## src/rtl/mmio_display_ctrl.sv

```systemverilog
// rtl/mmio_display_ctrl.sv - MMIO DATA/CTRL/COUNT window driving a scanned 7-segment display; MMIO_SIM_PRINT_EN traces counted DATA stores
module mmio_display_ctrl #(
    parameter int          ADDR_W     = 32,
    parameter logic [31:0] BASE_ADDR  = 32'h8000_0064,
    parameter int          NUM_DIGITS = 8,
    parameter int          SCAN_DIV   = 1000,
    parameter int          RAM_ADR_W  = 20
) (
    input  logic                  clk,
    input  logic                  rst,
    input  logic [ADDR_W-1:0]     mem_adr,
    input  logic [31:0]           mem_wdata,
    input  logic [3:0]            mem_be,
    input  logic                  wen,
    input  logic                  ren,
    output logic [31:0]           rdata,
    output logic                  rvalid,
    output logic [RAM_ADR_W-1:0]  ram_adr,
    output logic [6:0]            seg,
    output logic [NUM_DIGITS-1:0] an
);
    localparam int PRE_W = $clog2(SCAN_DIV);
    localparam int IDX_W = (NUM_DIGITS > 1) ? $clog2(NUM_DIGITS) : 1;
    localparam logic [ADDR_W-1:0] L_ADR_DATA  = ADDR_W'(BASE_ADDR);
    localparam logic [ADDR_W-1:0] L_ADR_CTRL  = ADDR_W'(BASE_ADDR + 32'd4);
    localparam logic [ADDR_W-1:0] L_ADR_COUNT = ADDR_W'(BASE_ADDR + 32'd8);
    // Nibbles beyond the last physical digit must not defeat leading-zero blanking
    localparam logic [31:0] L_DISP_MASK = 32'hFFFF_FFFF >> (32 - 4 * NUM_DIGITS);

    function automatic logic [6:0] hex7(input logic [3:0] n);
        case (n)
            4'h0:    hex7 = 7'h40;
            4'h1:    hex7 = 7'h79;
            4'h2:    hex7 = 7'h24;
            4'h3:    hex7 = 7'h30;
            4'h4:    hex7 = 7'h19;
            4'h5:    hex7 = 7'h12;
            4'h6:    hex7 = 7'h02;
            4'h7:    hex7 = 7'h78;
            4'h8:    hex7 = 7'h00;
            4'h9:    hex7 = 7'h10;
            4'hA:    hex7 = 7'h08;
            4'hB:    hex7 = 7'h03;
            4'hC:    hex7 = 7'h46;
            4'hD:    hex7 = 7'h21;
            4'hE:    hex7 = 7'h06;
            default: hex7 = 7'h0E;
        endcase
    endfunction

    function automatic logic [31:0] merge_be(input logic [31:0] old_v,
                                             input logic [31:0] new_v,
                                             input logic [3:0]  be);
        logic [31:0] v;
        v = old_v;
        for (int k = 0; k < 4; k++) begin
            if (be[k]) v[8*k +: 8] = new_v[8*k +: 8];
        end
        return v;
    endfunction

    logic                  w_hit_data;
    logic                  w_hit_ctrl;
    logic                  w_hit_count;
    logic                  w_count_inc;
    logic [31:0]           w_data_mrg;
    logic [31:0]           w_ctrl_mrg;
    logic [31:0]           w_rd_mux;
    logic                  w_presc_tc;
    logic [IDX_W-1:0]      w_idx_nxt;
    logic [31:0]           w_disp_sh;
    logic [6:0]            w_seg_nxt;
    logic [NUM_DIGITS-1:0] w_an_nxt;

    logic [31:0]           r_data;
    logic [31:0]           r_ctrl;
    logic [31:0]           r_count;
    logic [31:0]           r_rdata;
    logic                  r_rvalid;
    logic [PRE_W-1:0]      r_presc;
    logic [IDX_W-1:0]      r_idx;
    logic [6:0]            r_seg;
    logic [NUM_DIGITS-1:0] r_an;

    assign w_hit_data  = (mem_adr == L_ADR_DATA);
    assign w_hit_ctrl  = (mem_adr == L_ADR_CTRL);
    assign w_hit_count = (mem_adr == L_ADR_COUNT);
    assign w_data_mrg  = merge_be(r_data, mem_wdata, mem_be);
    assign w_ctrl_mrg  = merge_be(r_ctrl, mem_wdata, mem_be);
    assign w_count_inc = wen && w_hit_data && (mem_be != 4'b0000);

    always_comb begin
        w_rd_mux = 32'h0;
        if (w_hit_data)       w_rd_mux = r_data;
        else if (w_hit_ctrl)  w_rd_mux = r_ctrl;
        else if (w_hit_count) w_rd_mux = r_count;
    end

    always_ff @(posedge clk) begin
        if (rst) begin
            r_data  <= 32'h0;
            r_ctrl  <= 32'h1;
            r_count <= 32'h0;
        end else begin
            if (wen && w_hit_data) r_data <= w_data_mrg;
            if (wen && w_hit_ctrl) r_ctrl <= w_ctrl_mrg;
            if (w_count_inc)       r_count <= r_count + 32'd1;
        end
    end

    // Loads see pre-store register values since the mux reads current state
    always_ff @(posedge clk) begin
        if (rst) begin
            r_rdata  <= 32'h0;
            r_rvalid <= 1'b0;
        end else begin
            r_rvalid <= ren && (w_hit_data || w_hit_ctrl || w_hit_count);
            r_rdata  <= ren ? w_rd_mux : 32'h0;
        end
    end

    assign w_presc_tc = (r_presc == PRE_W'(SCAN_DIV - 1));

    always_comb begin
        w_idx_nxt = r_idx;
        if (w_presc_tc) begin
            w_idx_nxt = (r_idx == IDX_W'(NUM_DIGITS - 1)) ? '0 : r_idx + 1'b1;
        end
    end

    assign w_disp_sh = (r_data & L_DISP_MASK) >> {w_idx_nxt, 2'b00};

    always_comb begin
        w_an_nxt  = {NUM_DIGITS{1'b1}};
        w_seg_nxt = 7'h7F;
        if (r_ctrl[0]) begin
            w_an_nxt = ~(NUM_DIGITS'(1) << w_idx_nxt);
            if (!(r_ctrl[1] && (w_idx_nxt != '0) && (w_disp_sh == 32'h0))) begin
                w_seg_nxt = hex7(w_disp_sh[3:0]);
            end
        end
    end

    always_ff @(posedge clk) begin
        if (rst) begin
            r_presc <= '0;
            r_idx   <= '0;
            r_an    <= ~NUM_DIGITS'(1);
            r_seg   <= 7'h40;
        end else begin
            r_presc <= w_presc_tc ? '0 : r_presc + 1'b1;
            r_idx   <= w_idx_nxt;
            r_an    <= w_an_nxt;
            r_seg   <= w_seg_nxt;
        end
    end

`ifdef MMIO_SIM_PRINT_EN
    always_ff @(posedge clk) begin
        if (!rst && w_count_inc) $display("Data %d", w_data_mrg);
    end
`endif

    assign rdata   = r_rdata;
    assign rvalid  = r_rvalid;
    assign ram_adr = mem_adr[RAM_ADR_W-1:0];
    assign seg     = r_seg;
    assign an      = r_an;
endmodule

```

## config.mk

```make
export PLATFORM = sky130hd
export DESIGN_NAME = mmio_display_ctrl
export DESIGN_NICKNAME = d
export VERILOG_FILES = /design/src/rtl/mmio_display_ctrl.sv
export SDC_FILE = /design/constraint.sdc
export NUM_CORES = 1
export LEC_CHECK = 0
export ABC_AREA = 1
export BUFFER_PORTS_ARGS = -buffer_cell sky130_fd_sc_hd__buf_4
export CAP_MARGIN = 25
export CORE_MARGIN = 2
export CORE_UTILIZATION = 30
export DETAILED_ROUTE_END_ITERATION = 10
export SETUP_SLACK_MARGIN = 0.4
export SLEW_MARGIN = 30
export SYNTH_ARGS = -nofsm -noshare
export SYNTH_HDL_FRONTEND = slang
export SYNTH_SLANG_ARGS = --single-unit
export TNS_END_PERCENT = 1
```

## constraint.sdc

```tcl
create_clock -name clk -period 3.2 [get_ports clk]
set_input_delay 0.32 -clock clk [delete_from_list [all_inputs] [get_ports clk]]
set_output_delay 0.32 -clock clk [all_outputs]
set_load 0.01 [all_outputs]
```

==> flow_summary.toml <==
[worst_setup_path]
crit_required_ps = 3560
start_kind = "flip-flop"
rrSetupSlack_ps = 350
critPathSlowestCell = "dfxtp_4"
crit_path_end_kind = "flip-flop"
cp_num_cells = 25
r2r-end = "seg[4]"
critPathBufInv = 4
crit_family = "simple AND/OR/NAND/NOR gates"
critPathMaxStageDelay_ps = 360
critical_path.max_fanout = 7
worstRegToRegCells = 25
critical_path_class = "reg2reg"
worstPathArrival_ps = 3220
cp_common_cell = "nand2_1"
r2r-start = "r_idx[0]"

[die]
core-area_sq_um = 26100
die-area_sq_um = 27900
initial_core_util_pct = 30.6
dieWidth_um = 167
fp.dieH_um = 167
rows = 59
pin_count = 140

[clock_tree]
cts_tree = "yes"
clockBufferDepth = 2
cts_root_buf = "clkbuf_16"
htreeDepth = 4
clk_pin_slew_worst_paths_ps = 60
clk_latency_ps = 440
cts_hold_buf = 0
numCtsBuffers = 17
cts.sinks = 157

[route]
drc = 0
wirelength_mm = 26.3
drtAntennaViolNets = 0
vias_per_cell = 4.86
drt_iter0_drc = 610
dr_total_vias = 8016
drt_pass1_iterations = 5
wl_per_cell_um = 15.9

[synth]
synth-main-ff-cell = "dfxtp_1"
synth_area_per_cell_sq_um = 6.88
synth_nets = 1240
synth_edf_count = 0
synth-seq-cells = 157
synth_top_area_cell = "dfxtp_1"
yosysWarningCount = 0
syn_area_sq_um = 7970
async_flop_share_pct = 0
syn_inst = 1158
synthTopCellsByArea = "dfxtp_1 (39%), nand2_1 (9.5%), inv_1 (8.6%), nor2_1 (6.6%), o21ai_0 (5.2%)"
ys_types = 40
synth_seq_area_share_pct = 39.4
synth_top_area_share_pct = 39.4

[timing]
setup_tns_ps = 0
post-route-period-util_pct = 89.2
timing.fmax_mhz = 350
setup_viol = 0
drv_slew = 0
relSlewSlack_pct = 38.8
rsz0062_at_grt = "true"
period_needed_ps = 2850
hold_viol = 0
worstMarginPinSlew_ps = 917
setup_ws_ps = 346
clock_skew_ps = 9.14

[power_and_ir_drop]
swShare_pct = 22.2
pwr-share-seq_pct = 45.1
intPower_mw = 3.38
power_per_cell_area_nw_per_um2 = 421
ir_drop_mv = 0.359
p_clk_share_pct = 50.4
p_leak_nw = 4.36
total_power_mw = 4.34
combPwrFrac_pct = 4.4
p_switching_uw = 963

[grt]
gr-usage-met3_pct = 2.97
grt_pass1_wl_mm = 40.9
grt_pass1_vias = 7664
grt_max_degree = 66
grt.busiest_layer = "met2"
use_met2_pct = 31.4
grt_overflow = 0
gr-usage-all-layers_pct = 18.4
use_met1_pct = 23.0
antenna_found_initial = 0

[placement]
dpl.hpwl_mm = 19.3
numPortBuffers = 139
gp_congestion = 0.869
place_ws_ps = 82.5
placed_cells = 1586

[min_path]
min_to = "r_ctrl[6]"
worstHoldStart = "mem_wdata[6]"
holdPathStages = 3
hp-class = "in2reg"

[final_layout]
fin_cells = 1648
final_common_cell = "nand2_1"
diodes = 0
final_cell_mix = "nand2_1 (191), inv_1 (178), buf_4 (177)"
drive_above_1_share_pct = 20.9
fin_nets = 1382
area_growth_pct = 29.5

[flow_run]
drv_cap = 0

[outcome]
status = "completed"
-- synthesized netlist by cell type, types with 24 or more instances --
master / count
buf_4: 24
a21oi_1: 63
nor2_1: 140
nand3_1: 63
o21ai_0: 83
clkbuf_1: 27
inv_1: 182
nand2_1: 201
nor3_1: 35
a211oi_1: 32
dfxtp_1: 157
o22ai_1: 29
-- sequential cells by signal (all words and copies together), names as in the netlist --
register  count
an            8
rdata        32
r_data       32
r_idx         3
r_presc      10
r_count      32
rvalid        1
r_ctrl       32
seg           7
-- area by class of cell --
type	count	area, sq um
inverter	186	698
clock buffer	19	443
timing repair buffer	182	1420
fill	2703	15700
multi-input combinational	756	4000
sequential	157	3150
tap	335	419
clock inverter	13	190
-- cells by family after synthesis --
kind of cell | share of synthesized area, %
AO/OA/AOI/OAI | 16.0
XOR/XNOR | 1.54
adder cells (fa/ha/maj) | 1.57
buffers and inverters | 13.0
flip-flops | 39.4
AND/OR/NAND/NOR | 28.5
-- power by group through the flow --
stage | clock (mW) | sequential [mW] | combinational, mW
after floorplan | 0 | 2.00 | 0.0777
after global placement | 0 | 2.00 | 0.186
after detailed placement | 0 | 2.00 | 0.186
after CTS | 2.23 | 1.96 | 0.188
after global routing | 2.32 | 1.96 | 0.207
final | 2.19 | 1.96 | 0.192
-- per-stage QoR --
step	instance area (sq um)	hold slack, ps	util [%]
5_1_grt	10300	186	39.6
2_1_floorplan	7970	418	-
3_3_place_gp	9220	431	35.4
6_report	10300	187	39.6
3_5_place_dp	9220	443	35.4
4_1_cts	10000	173	38.5
-- worst max path at each step --
| stage | start | end | slack, ps |
|---|---|---|---|
| after global routing | r_presc[1] | seg[1] | 60 |
| after detailed placement | r_idx[0] | seg[4] | 80 |
| final | r_idx[0] | seg[4] | 350 |
| after CTS | r_idx[0] | seg[5] | 390 |
| after global placement | r_idx[0] | seg[4] | 200 |
| after floorplan | r_idx[0] | seg[4] | 430 |
-- repair_timing --
action	in CTS	in global routing
setup buffers	13	14
pin swaps	8	22
setup endpoints to repair	7	7
gates resized for setup	13	39
gates cloned	1	2
-- worst register-to-register path, stage by stage, from the launching register on --
cell and delay (ps):
dfxtp_4 360, ha_1 210, ha_2 190, nor2_4 160, inv_2 60, nand4_4 110, nand2_8 90, buf_6 140
nand2_2 50, nand2_1 50, nand2_1 50, nand2_1 50, nand2_1 70, nand2_2 80, inv_2 80, ha_4 140
nand2_2 50, inv_2 50, nand2_2 60, nor2_2 110, nand3_1 70, nor2_1 100, nand2_1 70, nor2_2 140
nand2_4 110, a21oi_2 140
-- metal layers --
layer  vias up  part of all wire (%)
met5         -                     0
met4         0                   3.1
met3        54                   4.9
met2       237                    49
met1      3672                    43
li1       4053                     -
Power figures use the tool's default switching activity.
